$ cat config.mk
export PLATFORM = sky130hd
export DESIGN_NAME = fir_sample_fifo
export DESIGN_NICKNAME = d
export VERILOG_FILES = /design/src/rtl/fir_sample_fifo.sv
export SDC_FILE = /design/constraint.sdc
export NUM_CORES = 1
export LEC_CHECK = 0
export ABC_AREA = 1
export CORE_MARGIN = 4
export CORE_UTILIZATION = 45
export CTS_CLUSTER_DIAMETER = 100
export DETAILED_ROUTE_END_ITERATION = 16
export PLACE_DENSITY_LB_ADDON = 0.05
export SYNTH_ARGS = -nofsm -noshare
export SYNTH_HDL_FRONTEND = slang
export SYNTH_SLANG_ARGS = --single-unit
$ cat constraint.sdc
create_clock -name clk -period 3.8 [get_ports clk]
set_input_delay 0.38 -clock clk [delete_from_list [all_inputs] [get_ports clk]]
set_output_delay 0.38 -clock clk [all_outputs]
set_load 0.005 [all_outputs]
$ cat src/rtl/fir_sample_fifo.sv
// FWFT input sample buffer feeding the FIR multiplier. Occupancy is held in an
// explicit counter, and every output (head data and flags) comes from a register.
module fir_sample_fifo #(
  parameter  int unsigned DATA_W = 32,
  parameter  int unsigned DEPTH  = 16,
  localparam int unsigned CNT_W  = $clog2(DEPTH) + 1
) (
  input  logic              clk,
  input  logic              reset,
  input  logic              PushIn,
  input  logic [DATA_W-1:0] DataIn,
  input  logic              fifoPullOut,
  output logic [DATA_W-1:0] DataOut,
  output logic              fifo_empty,
  output logic              fifo_full,
  output logic [CNT_W-1:0]  fifo_count,
  output logic              overflow,
  output logic              underflow
);

  localparam int unsigned PTR_W = $clog2(DEPTH);

  logic [DATA_W-1:0] mem [DEPTH];
  logic [PTR_W-1:0]  wr_ptr;
  logic [PTR_W-1:0]  rd_ptr;

  logic              push_acc;
  logic              pull_acc;
  logic [PTR_W-1:0]  wr_ptr_nxt;
  logic [PTR_W-1:0]  rd_ptr_nxt;
  logic [CNT_W-1:0]  count_nxt;
  logic [DATA_W-1:0] data_out_nxt;

  // Accept logic, pointer/count update and next head value.
  always_comb begin
    pull_acc     = fifoPullOut & ~fifo_empty;
    push_acc     = PushIn & (~fifo_full | pull_acc);
    wr_ptr_nxt   = wr_ptr;
    rd_ptr_nxt   = rd_ptr;
    count_nxt    = fifo_count;
    data_out_nxt = DataOut;

    if (push_acc) wr_ptr_nxt = wr_ptr + PTR_W'(1);
    if (pull_acc) rd_ptr_nxt = rd_ptr + PTR_W'(1);

    if (push_acc && !pull_acc)      count_nxt = fifo_count + CNT_W'(1);
    else if (!push_acc && pull_acc) count_nxt = fifo_count - CNT_W'(1);

    // The slot being written this edge becomes the head only when the FIFO
    // was empty, or held exactly one entry that is being pulled; bypass it.
    if (count_nxt != '0) begin
      if (push_acc && (rd_ptr_nxt == wr_ptr)) data_out_nxt = DataIn;
      else                                    data_out_nxt = mem[rd_ptr_nxt];
    end
  end

  // Storage array; contents need no reset.
  always_ff @(posedge clk) begin
    if (push_acc) mem[wr_ptr] <= DataIn;
  end

  // Pointers, counter, registered flags and head data.
  always_ff @(posedge clk) begin
    if (reset) begin
      wr_ptr     <= '0;
      rd_ptr     <= '0;
      fifo_count <= '0;
      fifo_empty <= 1'b1;
      fifo_full  <= 1'b0;
      overflow   <= 1'b0;
      underflow  <= 1'b0;
      DataOut    <= '0;
    end else begin
      wr_ptr     <= wr_ptr_nxt;
      rd_ptr     <= rd_ptr_nxt;
      fifo_count <= count_nxt;
      fifo_empty <= (count_nxt == '0);
      fifo_full  <= (count_nxt == CNT_W'(DEPTH));
      DataOut    <= data_out_nxt;
      if (PushIn && !push_acc)      overflow  <= 1'b1;
      if (fifoPullOut && !pull_acc) underflow <= 1'b1;
    end
  end

endmodule

# Yosys cells after proc, flatten, opt, wreduce, memory -nomap -nowiden
# Memory sizes are Yosys's and may differ from the RTL's. A register that Yosys moved wholly into a read port is not among the register bits.
# Index checks and enable logic that the tools add are counted.
# Widths: inputs -> output; s select.
totals:
  ff_bits: 17
  latch_bits: 0
  ram_bits: 512
  rom_bits: 0
  inputBits: 36
  mem_count: 1
mem_list:
  columns: ["memory", "depth", "width", "read_ports", "rd_ports_with_merged_regs", "wr", "line_no", "source"]
  rows:
  - ["mem", 16, 32, 1, 1, 1, "23", "logic [DATA_W-1:0] mem [DEPTH];"]
classes:
  n_addsub: 4
  n_mul: 0
  n_div: 0
  magnitude_cmp: 0
  eq_ne: 1
  shifts: 0
  mux: 5
  bitwise: 5
  n_reduce_logical: 8
op_table:
  columns: ["cell", "count"]
  rows:
  - ["$mux 5", 2]
  - ["$add 4x1->4 const B", 2]
  - ["$add 5x1->5 const B", 1]
  - ["$eq 5x5->1 const B", 1]
  - ["$logic_not 5->1", 1]
  - ["$reduce_bool 5->1", 1]
  - ["$sub 5x1->5 const B", 1]
  - ["$logic_and 1x1->1", 4]
  - ["$mux 4", 1]
  - ["$and 1x1->1", 2]
  - ["$logic_not 1->1", 2]
  - ["$mux 1", 2]
  - ["$not 1->1", 2]
  - ["$or 1x1->1", 1]

# Longest topological paths before layout
depth:
  word_depth: 9
  mapped_depth: 15
  mapped_depth_nobuf: 14

# Least setup slack after synthesis
# No wires, ideal clock.
synth_timing:
  path_type: "register to register"
  start: "register fifo_empty"
  end: "memory mem[11][0] (enable)"
  setup_ns: 0.421
  t_arrival_ns: 2.301
  required_ns: 3.379
  slack_ns: 1.078
  path_stages_with_launch: 6
  n_path_buf: 0
  period_less_slack_ns: 2.722
  cell_sequence: "dfxtp_1 inv_2 nand2_2 a21oi_2 nand2_1 nor2_1"
synth_between:
  elab_chain_cells: 6
synth_lines:
  columns: ["item", "line_no", "source"]
  rows:
  - ["from (decl)", "14", "output logic fifo_empty,"]
  - ["from (signal assigned)", "77", "fifo_empty <= (count_nxt == '0);"]
  - ["$not 1->1", "36", "pull_acc = fifoPullOut & ~fifo_empty;"]
  - ["$and 1x1->1", "36", null]
  - ["$or 1x1->1", "37", "push_acc = PushIn & (~fifo_full | pull_acc);"]
  - ["$and 1x1->1", "37", null]
  - ["$mux 1", "59", "if (push_acc) mem[wr_ptr] <= DataIn;"]
  - ["$mux 1 (not written as such)", "59", null]
  - ["to (decl)", "23", null]
# Every way passes these cells.

# Worst setup path after layout
layout_timing:
  start: "input fifoPullOut"
  end: "register DataOut[21] (read register of mem)"
layout_between:
  elab_chain_cells: 8
  elab_cells_between_ends: 11
layout_lines:
  columns: ["item", "line_no", "source"]
  rows:
  - ["from (decl)", "12", "input logic fifoPullOut,"]
  - ["$and 1x1->1 *", "36", null]
  - ["$or 1x1->1", "37", null]
  - ["$and 1x1->1", "37", null]
  - ["$logic_not 1->1", "47", "else if (!push_acc && pull_acc) count_nxt = fifo_count - CNT_W'(1);"]
  - ["$logic_and 1x1->1", "47", null]
  - ["$mux 5", "47", null]
  - ["$mux 5", "46", "if (push_acc && !pull_acc) count_nxt = fifo_count + CNT_W'(1);"]
  - ["$reduce_bool 5->1", "51", "if (count_nxt != '0) begin"]
  - ["to (decl)", "13", "output logic [DATA_W-1:0] DataOut,"]
# Every way passes the cells marked *; elsewhere a longest branch is shown, timed or not.
# A chain may end at the register's enable or synchronous reset.

==> impl_metrics.ini <==
[power]
cellPowerDensity_nw_per_um2 = 541.1
worst_ir_drop_vdd_mv = 0.3860
p_leak_nw = 11.40

[detailed_routing]
routed_wl_um = 71130
wl_per_cell_um = 22.15
drc = 0
avgViaCountPerCell = 5.468
dr_total_vias = 17560
antenna_left = 0
firstDrtPassIters = 5
initialDrtViolationCount = 1660

[yosys]
avgSynthCellArea_um2 = 10.17
netlist_area_um2 = 24620
synth_edf_count = 512
yosysSeqAreaShare = 0.6642
ys_types = 26
synthesis.nets = 2465
synth_warnings = 0
async_reset_ff_frac = 0
synth_cells = 2422
synth_top_flop_cell = edfxtp_1
yosys_register_bits = 561

[global_route]
gr-usage-all-layers = 0.2375
grt_first_pass_wirelength_um = 107200
grt_max_degree = 99
grt_pass1_vias = 16810
antenna_found_initial = 1
grt-ovfl-total = 0

[sta]
rsz0062_at_grt = false
tns_ns = 0
maxSlewHeadroom = 0.3152
hold_viol = 0
fin_crit_sh = 0.6712
setup-violations-final = 0
period_minus_slack_ns = 2.551
tightest_slew_ns = 1.027
slew_viol_final = 0
skew_ns = 0.02202
fmax_ghz = 0.3921

[worst_setup_path]
crit_end = DataOut[21]$_SDFFE_PP0P_
setup.worst_path.start = fifoPullOut
worst_setup_path_start_kind = input port
r2r_setup_slack_ns = 1.25
crit_path_frequent_cell = nand3_1
cp.arrival_ns = 3.07
r2r-start = fifo_empty$_SDFF_PP1_
r2r_end = DataOut[21]$_SDFFE_PP0P_
cpPeakStageDelay_ns = 0.64
slowest_stage = clkdlybuf4s50_1
cp_data_required_time_ns = 4.32
cp_top_family = simple AND/OR/NAND/NOR gates
r2r.worst_path.cells = 10
worst_setup_path_end_kind = flip-flop
cp_num_buf_inv = 2
crit_chain = clkdlybuf4s50_1 -> nand2_2 -> a21oi_2 -> nand3_1 -> nor2_4 -> nand3_2 -> buf_4 -> or2_0 -> nand3_1 -> nand2_1
critPathKind = in2reg
cp.depth = 10
cp_max_fo = 21

[finish]
nets = 2508
final_core_util = 0.5225
area_growth_pct = 14.63
drive_gt1_frac = 0.07438

[cts]
insertion_delay_ns = 0.62
cts-htree-levels = 2
cts_sinks = 561
cts_hold_buf = 0
cts_made_buffers = 59
cts_tree = yes
cts_resized = 0
path_clk_slew_ns = 0.06
postCtsSetupBuffers = 0
clock_path_buffers = 3
cts_root_buffer = clkbuf_16

[flow_run]
drv_cap = 0

[die]
start_util = 0.4558
fp.dieW_um = 241.9
core_area_um2 = 54030
std_cell_rows = 85
num_io_pins = 77
die_area_um2 = 58530
die_y_um = 241.9

[placed_design]
globalplace.congestion = 0.7906
place_hpwl_um = 36530
portBuffers = 76

[worst_hold_path]
min_delay_path_depth = 2
hp-class = reg2reg

[outcome]
outcome = finished, final reports clean
## how the worst min path moves through the flow
stage | startpoint | end
finish | underflow$_SDFFE_PP0P_ | underflow$_SDFFE_PP0P_
global route | overflow$_SDFFE_PP0P_ | overflow$_SDFFE_PP0P_
CTS | underflow$_SDFFE_PP0P_ | underflow$_SDFFE_PP0P_
detailed placement | underflow$_SDFFE_PP0P_ | underflow$_SDFFE_PP0P_
global placement | underflow$_SDFFE_PP0P_ | underflow$_SDFFE_PP0P_
floorplan | reset | fifo_full$_SDFF_PP0_
## cells in the mapped netlist (2+ instances only)
cell / count / area, µm²
nand4_1: 35 / 219.0
inv_1: 282 / 1059
buf_2: 96 / 480.5
clkbuf_1: 40 / 150.1
o21ai_1: 2 / 10.01
nand3_2: 3 / 30.03
inv_2: 6 / 22.52
a21oi_2: 2 / 17.52
o21ai_0: 5 / 25.02
buf_1: 20 / 75.07
nand2_1: 642 / 2410
nand3b_1: 33 / 247.7
o211ai_1: 2 / 15.01
nor2_1: 29 / 108.9
a21oi_1: 38 / 190.2
ha_1: 7 / 87.58
nand3_1: 603 / 3018
edfxtp_1: 512 / 15370
nor2_2: 4 / 25.02
dfxtp_1: 49 / 980.9
nor3_1: 2 / 10.01
nand2_2: 6 / 37.54
## flip-flops by register name, summed over array words and instances, names as in the netlist
name	flops
mem	512
fifo_empty	1
wr_ptr	4
fifo_count	5
fifo_full	1
DataOut	32
rd_ptr	4
underflow	1
overflow	1
## worst reg2reg max path: stages, from the launching register on
cell     delay [ns]
dfxtp_1        0.35
inv_2          0.11
nand2_2        0.19
a21oi_2        0.41
nand3_1        0.19
nor2_4         0.41
nand3_2        0.14
buf_4          0.29
or2_0          0.24
nand3_1        0.08
nand2_1        0.05
## per-stage QoR
step                      setup slack, ns  area, µm²  hold slack [ns]  instances  total power [mW]
final                               1.249      28230           0.4770       3211             15.27
after global routing                1.060      28230           0.5193       3211             15.94
after CTS                           1.241      28220           0.4900       3210             15.40
after detailed placement           0.6534      26400           0.4742       3100             9.909
after global placement             0.7369      26400           0.4475       3100             9.894
after floorplan                     1.078      24620           0.4585       2422             8.794
## routing by layer
metal  track usage  part of all wire  up-vias
li1              -                 -     8278
met1        0.3491              0.45     8586
met2        0.3761              0.46      581
met3       0.03785             0.070      114
met4       0.05259             0.021        0
met5             0                 0        -
## final cells by class
type                    instances  area, µm²
diodes                          1      2.502
clock buffers                  85       1644
clock inverters                25      177.7
fillers                      4809      25800
inverters                     288       1081
multi-input cells            1417       6681
flip-flops and latches        561      16360
well taps                     696      870.8
repair buffers                138       1414
## where the power goes
| part | switching, mW | internal (mW) | total (mW) | leakage, nW |
|---|---|---|---|---|
| Clock | 2.38 | 3.12 | 5.50 | 0.893 |
| Combinational | 1.77 | 0.923 | 2.70 | 5.48 |
| Sequential | 0.143 | 6.93 | 7.08 | 5.03 |
## placed cells by master (no fill, tap or decap), drive strengths merged
cell type / instances
clkinvlp: 2
nand4: 35
nand3b: 33
or2: 1
clkdlybuf4s50: 76
o21ai: 7
nor2: 34
a21oi: 40
inv: 289
clkinv: 20
bufinv: 2
ha: 7
buf: 62
o211ai: 2
dfxtp: 49
edfxtp: 512
nand2: 648
clkbuf: 85
nor3: 2
nand3: 606
nor4: 1
o21a: 1
diode: 1
## cells by family (layout without fill, tap and decap cells)
| group | count (synthesis) | in the layout | synth area share |
|---|---|---|---|
| simple gates | 1360 | 1360 | 0.2489 |
| flops | 561 | 561 | 0.6642 |
| buf+inv | 444 | 536 | 0.07256 |
| compound gates | 50 | 50 | 0.01077 |
| fa+ha+maj | 7 | 7 | 0.003557 |
| other cells | 0 | 1 | 0 |
Note: power is estimated with default switching activity, not from simulation.
